### src/rtl/register_file_pkg.sv
// Shared sizing constants and types for the CPU register file.
// Optional build macro: REGFILE_WRITE_BYPASS_EN (write-to-read forwarding).
package register_file_pkg;

  localparam int REGFILE_DATA_WIDTH = 8;
  localparam int REGFILE_ADDR_WIDTH = 2;
  localparam int REGFILE_NUM_REGS   = 2 ** REGFILE_ADDR_WIDTH;

  typedef logic [REGFILE_ADDR_WIDTH-1:0] reg_addr_t;
  typedef logic [REGFILE_DATA_WIDTH-1:0] reg_data_t;

endpackage : register_file_pkg

### src/rtl/register_file_read_port.sv
// One combinational read port of the register file: an address mux over the
// stored registers plus, when REGFILE_WRITE_BYPASS_EN is defined, a compare
// against the write port that forwards the incoming write data.
module regfile_read_port
  import register_file_pkg::*;
#(
  parameter int DATA_WIDTH = REGFILE_DATA_WIDTH,
  parameter int ADDR_WIDTH = REGFILE_ADDR_WIDTH,
  parameter int NUM_REGS   = 2 ** ADDR_WIDTH
) (
  input  logic [NUM_REGS-1:0][DATA_WIDTH-1:0] regs_i,
  input  logic [ADDR_WIDTH-1:0]               rd_addr_i,
`ifdef REGFILE_WRITE_BYPASS_EN
  // byp_en_i is already qualified with reset by the caller.
  input  logic                                byp_en_i,
  input  logic [ADDR_WIDTH-1:0]               byp_addr_i,
  input  logic [DATA_WIDTH-1:0]               byp_data_i,
`endif
  output logic [DATA_WIDTH-1:0]               rd_data_o
);

  // Select stored contents, overridden by a same-cycle write to this address.
  always_comb begin
    rd_data_o = regs_i[rd_addr_i];
`ifdef REGFILE_WRITE_BYPASS_EN
    if (byp_en_i && (byp_addr_i == rd_addr_i)) begin
      rd_data_o = byp_data_i;
    end
`endif
  end

endmodule : regfile_read_port

### src/rtl/register_file.sv
// General-purpose register file: NUM_REGS x DATA_WIDTH, two combinational
// read ports, one synchronous write port, synchronous active-high reset that
// wins over a concurrent write. Register 0 is an ordinary writable register.
// Optional build macro: REGFILE_WRITE_BYPASS_EN forwards wr_data to a read
// port whose address matches an active write in the same cycle.
module register_file
  import register_file_pkg::*;
#(
  parameter int DATA_WIDTH = REGFILE_DATA_WIDTH,
  parameter int ADDR_WIDTH = REGFILE_ADDR_WIDTH
) (
  input  logic                  clk,
  input  logic                  reset,
  input  logic [ADDR_WIDTH-1:0] rs1_addr,
  input  logic [ADDR_WIDTH-1:0] rs2_addr,
  input  logic [ADDR_WIDTH-1:0] wr_addr,
  input  logic [DATA_WIDTH-1:0] wr_data,
  input  logic                  reg_wr_en,
  output logic [DATA_WIDTH-1:0] rs1_data,
  output logic [DATA_WIDTH-1:0] rs2_data
);

  localparam int NUM_REGS = 2 ** ADDR_WIDTH;

  logic [NUM_REGS-1:0][DATA_WIDTH-1:0] regs_q;
  logic [NUM_REGS-1:0][DATA_WIDTH-1:0] regs_d;

  // Next-state: only the addressed register changes on an enabled write.
  always_comb begin
    regs_d = regs_q;
    if (reg_wr_en) begin
      regs_d[wr_addr] = wr_data;
    end
  end

  // Storage: reset clears everything and discards any pending write.
  always_ff @(posedge clk) begin
    if (reset) begin
      regs_q <= '0;
    end else begin
      regs_q <= regs_d;
    end
  end

`ifdef REGFILE_WRITE_BYPASS_EN
  // A write that reset is about to discard must not be forwarded either.
  logic byp_en;
  assign byp_en = reg_wr_en & ~reset;
`endif

  regfile_read_port #(
    .DATA_WIDTH (DATA_WIDTH),
    .ADDR_WIDTH (ADDR_WIDTH),
    .NUM_REGS   (NUM_REGS)
  ) u_rs1_port (
    .regs_i     (regs_q),
    .rd_addr_i  (rs1_addr),
`ifdef REGFILE_WRITE_BYPASS_EN
    .byp_en_i   (byp_en),
    .byp_addr_i (wr_addr),
    .byp_data_i (wr_data),
`endif
    .rd_data_o  (rs1_data)
  );

  regfile_read_port #(
    .DATA_WIDTH (DATA_WIDTH),
    .ADDR_WIDTH (ADDR_WIDTH),
    .NUM_REGS   (NUM_REGS)
  ) u_rs2_port (
    .regs_i     (regs_q),
    .rd_addr_i  (rs2_addr),
`ifdef REGFILE_WRITE_BYPASS_EN
    .byp_en_i   (byp_en),
    .byp_addr_i (wr_addr),
    .byp_data_i (wr_data),
`endif
    .rd_data_o  (rs2_data)
  );

endmodule : register_file

### config.mk
export PLATFORM = sky130hd
export DESIGN_NAME = register_file
export DESIGN_NICKNAME = d
export VERILOG_FILES = /design/src/rtl/register_file_pkg.sv /design/src/rtl/register_file_read_port.sv /design/src/rtl/register_file.sv
export SDC_FILE = /design/constraint.sdc
export NUM_CORES = 1
export LEC_CHECK = 0
export ABC_AREA = 1
export BUFFER_PORTS_ARGS = -buffer_cell sky130_fd_sc_hd__buf_2
export CORE_MARGIN = 2
export CORE_UTILIZATION = 62
export CTS_BUF_LIST = sky130_fd_sc_hd__clkbuf_8
export DETAILED_ROUTE_END_ITERATION = 8
export PLACE_DENSITY = 0.92
export SETUP_SLACK_MARGIN = 0.4
export SLEW_MARGIN = 20
export SYNTH_ARGS = -nofsm -noshare
export SYNTH_HDL_FRONTEND = slang
export SYNTH_SLANG_ARGS = --single-unit
export TNS_END_PERCENT = 30
### constraint.sdc
create_clock -name clk -period 2.9 [get_ports clk]
set_clock_uncertainty 0.15 [all_clocks]
set_input_delay 0.29 -clock clk [delete_from_list [all_inputs] [get_ports clk]]
set_output_delay 0.29 -clock clk [all_outputs]
set_load 0.02 [all_outputs]
# After elaboration in Yosys (flattened, before gate mapping)
# Index checks and enable logic that the tools add are counted.
# classes
n_lt_le_gt_ge	4
n_mux	7
reduce_logical	1
# ops
op	n
$bmux W8 S2	2
$bwmux W32	1
$mux W8	3
$demux W8 S2	1
$lt A2 B3 Y1 const B	3
$ge A2 B1 Y1 const B	1
$logic_and A1 B1 Y1	1
# word_totals
ff_bits	32
in_bits	17
out_inout_bits	16
elab_cells	16

# Depth between registers and ports, before layout
# logic_depth
ltp_word	5
mapped_depth	6
depth_no_buf	5

# By module
# A second synthesis with hierarchy kept.
# hier_totals
cells_unflattened	396
area_unflattened_um2	2217.1
# by_module_without_submodules
module	n_inst	cells_each	area_per_inst_um2
register_file	1	208	1426.4
regfile_read_port	2	94	395.4

# Worst setup path before layout
# Ideal clock, no wire load.
# synth_path
path_type	input to output
start	in rs1_addr[1]
end	out rs1_data[0]
arrival_ns	0.946
required_ns	2.460
setup_slack_ns	1.514
cell_stages	4
cell_sequence	clkbuf_1 -> inv_1 -> o211ai_1 -> nand2_1
# synth_via
elab_chain_len	2
# synth_rtl
element	line_no	source
from (decl)	register_file.sv:14	input logic [ADDR_WIDTH-1:0] rs1_addr,
$bmux W8 S2	register_file_read_port.sv:24	rd_data_o = regs_i[rd_addr_i];
$mux W8 (not written as such)	register_file_read_port.sv:24	
to (decl)	register_file.sv:19	output logic [DATA_WIDTH-1:0] rs1_data,
# No other way between the ends. The select of a mux whose other input is x is not followed.

# Worst setup path in the final report
# layout_path
start	in rs1_addr[0]
end	out rs1_data[4]
# Same word-level chain as after synthesis.

==> impl_metrics.env <==
export IMPL_relSlewSlack_pct=35.5
export IMPL_cts_root_buf="clkbuf_8"
export IMPL_clkLatencyLatePin_ps=290
export IMPL_seq_area_frac_synth_pct=34.4
export IMPL_core_um2=2810
export IMPL_grtUsageTotal_pct=28.7
export IMPL_first_pass_iters=6
export IMPL_crit_arrival_ps=1220
export IMPL_ctsHoldBuffers=0
export IMPL_place_congestion=0.798
export IMPL_cap_violations=0
export IMPL_use_met2_pct=44.8
export IMPL_netlist_instances=298
export IMPL_hold_depth=3
export IMPL_grt_ovfl_total=0
export IMPL_cp_max_fo=32
export IMPL_cts_tree="built"
export IMPL_drt_iter0_drc=102
export IMPL_layout_nets=337
export IMPL_violations="design-rule violations"
export IMPL_h_tree_depth=2
export IMPL_dp_slack_ps=1280
export IMPL_crit_chain="buf_2 > nand2_1 > o211ai_1 > nand2_1 > buf_2"
export IMPL_dp_cells=344
export IMPL_powerDensity_nw_per_um2=506
export IMPL_hold_class="input port to flop"
export IMPL_die_area_um2=3460
export IMPL_hold_viol=0
export IMPL_wl_per_cell_um=12.5
export IMPL_worst_ir_drop_vdd_mv=0.397
export IMPL_setup_worst_path_start="rs1_addr[0]"
export IMPL_vias=1889
export IMPL_setup_worst_path_start_class="input port"
export IMPL_ys_types=13
export IMPL_rr_worst_depth=4
export IMPL_dpl_hpwl_mm=2.83
export IMPL_io_pins=33
export IMPL_fmax_ghz=0.602
export IMPL_final_cells=352
export IMPL_top_usage_layer="met2"
export IMPL_r2r_end="regs_q[20]"
export IMPL_vias_per_cell=5.37
export IMPL_rsz0062_at_grt="no"
export IMPL_cts_clk_slew_worst_paths_ps=60
export IMPL_cp_slowest_cell="buf_2"
export IMPL_grt_max_degree=33
export IMPL_yosys_area_top_type="dfxtp_1"
export IMPL_clkSinkCount=32
export IMPL_tightest_slew_ps=967
export IMPL_min_from="wr_data[5]"
export IMPL_syn_avg_cell_area_um2=6.24
export IMPL_largest_reg_flops=32
export IMPL_top_register="regs_q"
export IMPL_die_x_um=58.8
export IMPL_netlist_area_um2=1860
export IMPL_cp_slowest_stage_delay_ps=440
export IMPL_met1_usage_pct=36.0
export IMPL_diodes=0
export IMPL_critical_path_required_ps=2460
export IMPL_drive_gt1_share_pct=13.1
export IMPL_min_to="regs_q[13]"
export IMPL_status="finished with violations"
export IMPL_reg2reg_slack_ps=2040
export IMPL_use_met3_pct=5.27
export IMPL_area_growth_pct=10.4
export IMPL_end_kind="primary output"
export IMPL_die_h_um=58.8
export IMPL_setup_tns_ps=0
export IMPL_r2r_start="regs_q[20]"
export IMPL_cts_repair_resized=0
export IMPL_period_minus_slack_ps=1660
export IMPL_start_util_pct=66.3
export IMPL_cts_path_max_buffers=2
export IMPL_slew_viol_final=0
export IMPL_synth_nets=315
export IMPL_setup_ws_ps=1240
export IMPL_portBuffers=32
export IMPL_route_detailed_drc=3
export IMPL_yosys_warnings=0
export IMPL_rows=19
export IMPL_synthTopCellsByArea="dfxtp_1 34%, nand2_1 21%, o211ai_1 13%"
export IMPL_p_leak_nw=1.16
export IMPL_reg_top3="regs_q x32"
export IMPL_numCtsBuffers=5
export IMPL_synth_seq_cells=32
export IMPL_antenna_left=0
export IMPL_setup_viol=0
export IMPL_antenna_found_initial=0
export IMPL_first_global_vias=1682
export IMPL_period_share_pct=57.3
export IMPL_routed_wl_mm=4.39
export IMPL_path_class="input port to primary output"
export IMPL_cts_setup_buffers=0
export IMPL_synth_top_area_share_pct=34.4
export IMPL_grt_first_pass_wirelength_mm=7.45
[area by class of cell]
type / instances / area, µm²
clock inverters: 2 / 7.51
well taps: 31 / 38.8
multi-input cells: 212 / 985
clock buffers: 6 / 82.6
inverters: 37 / 139
repair buffers: 32 / 160
fillers: 253 / 752
flip-flops and latches: 32 / 641
[Yosys cell counts]
master / count
a21oi_1: 8
buf_6: 2
inv_1: 37
nand3_4: 3
dfxtp_1: 32
nor2_1: 56
buf_2: 5
o211ai_1: 32
nand3_1: 8
nor2_4: 1
nand2_1: 104
buf_8: 1
clkbuf_1: 9
[metal layers]
layer,share of wire [%],vias to the layer above
li1,-,976
met5,0,-
met4,2.0,0
met3,7.8,13
met2,46,64
met1,44,836
[cell usage in the layout, fill, tap and decap left out]
cell,count
clkbuf_8,6
nand2_1,104
a21oi_1,8
inv_1,39
nor2_1,56
nor2_4,1
dfxtp_1,32
o211ai_1,32
nand3_4,3
buf_2,32
nand3_1,8
[critical path: cells and delay by family]
kind            cells  cell delay (ps)
buf+inv             2              600
simple gates        2              210
compound gates      1              110
[worst max-delay path by stage]
| stage | end | depth (start not counted) |
|---|---|---|
| 2_1_floorplan | rs1_data[0] | 4 |
| 3_3_place_gp | rs1_data[2] | 5 |
| 3_5_place_dp | rs1_data[4] | 5 |
| 4_1_cts | rs1_data[4] | 5 |
| 5_1_grt | rs2_data[6] | 5 |
| 6_report | rs1_data[4] | 5 |
[where the power goes]
part	internal, mW	total (mW)	switching (mW)
clock	0.186	0.354	0.168
combinational	0.0671	0.209	0.142
sequential	0.463	0.475	0.0126
[logic make-up after synthesis]
logic type	count (synthesis)	share of synthesized area, %
flops	32	34.4
compound gates	40	15.1
simple gates	172	37.9
buf+inv	54	12.6
[metrics by stage]
stage	cell area (µm²)	hold slack [ps]	power, mW	utilization (%)
finish	2050	121	1.04	73.2
global placement	1960	343	0.685	70.0
detailed placement	1960	354	0.691	70.0
floorplan	1860	275	0.634	-
global route	2050	137	1.08	73.2
CTS	2050	117	1.04	73.2
Note: power is estimated with default switching activity, not from simulation.
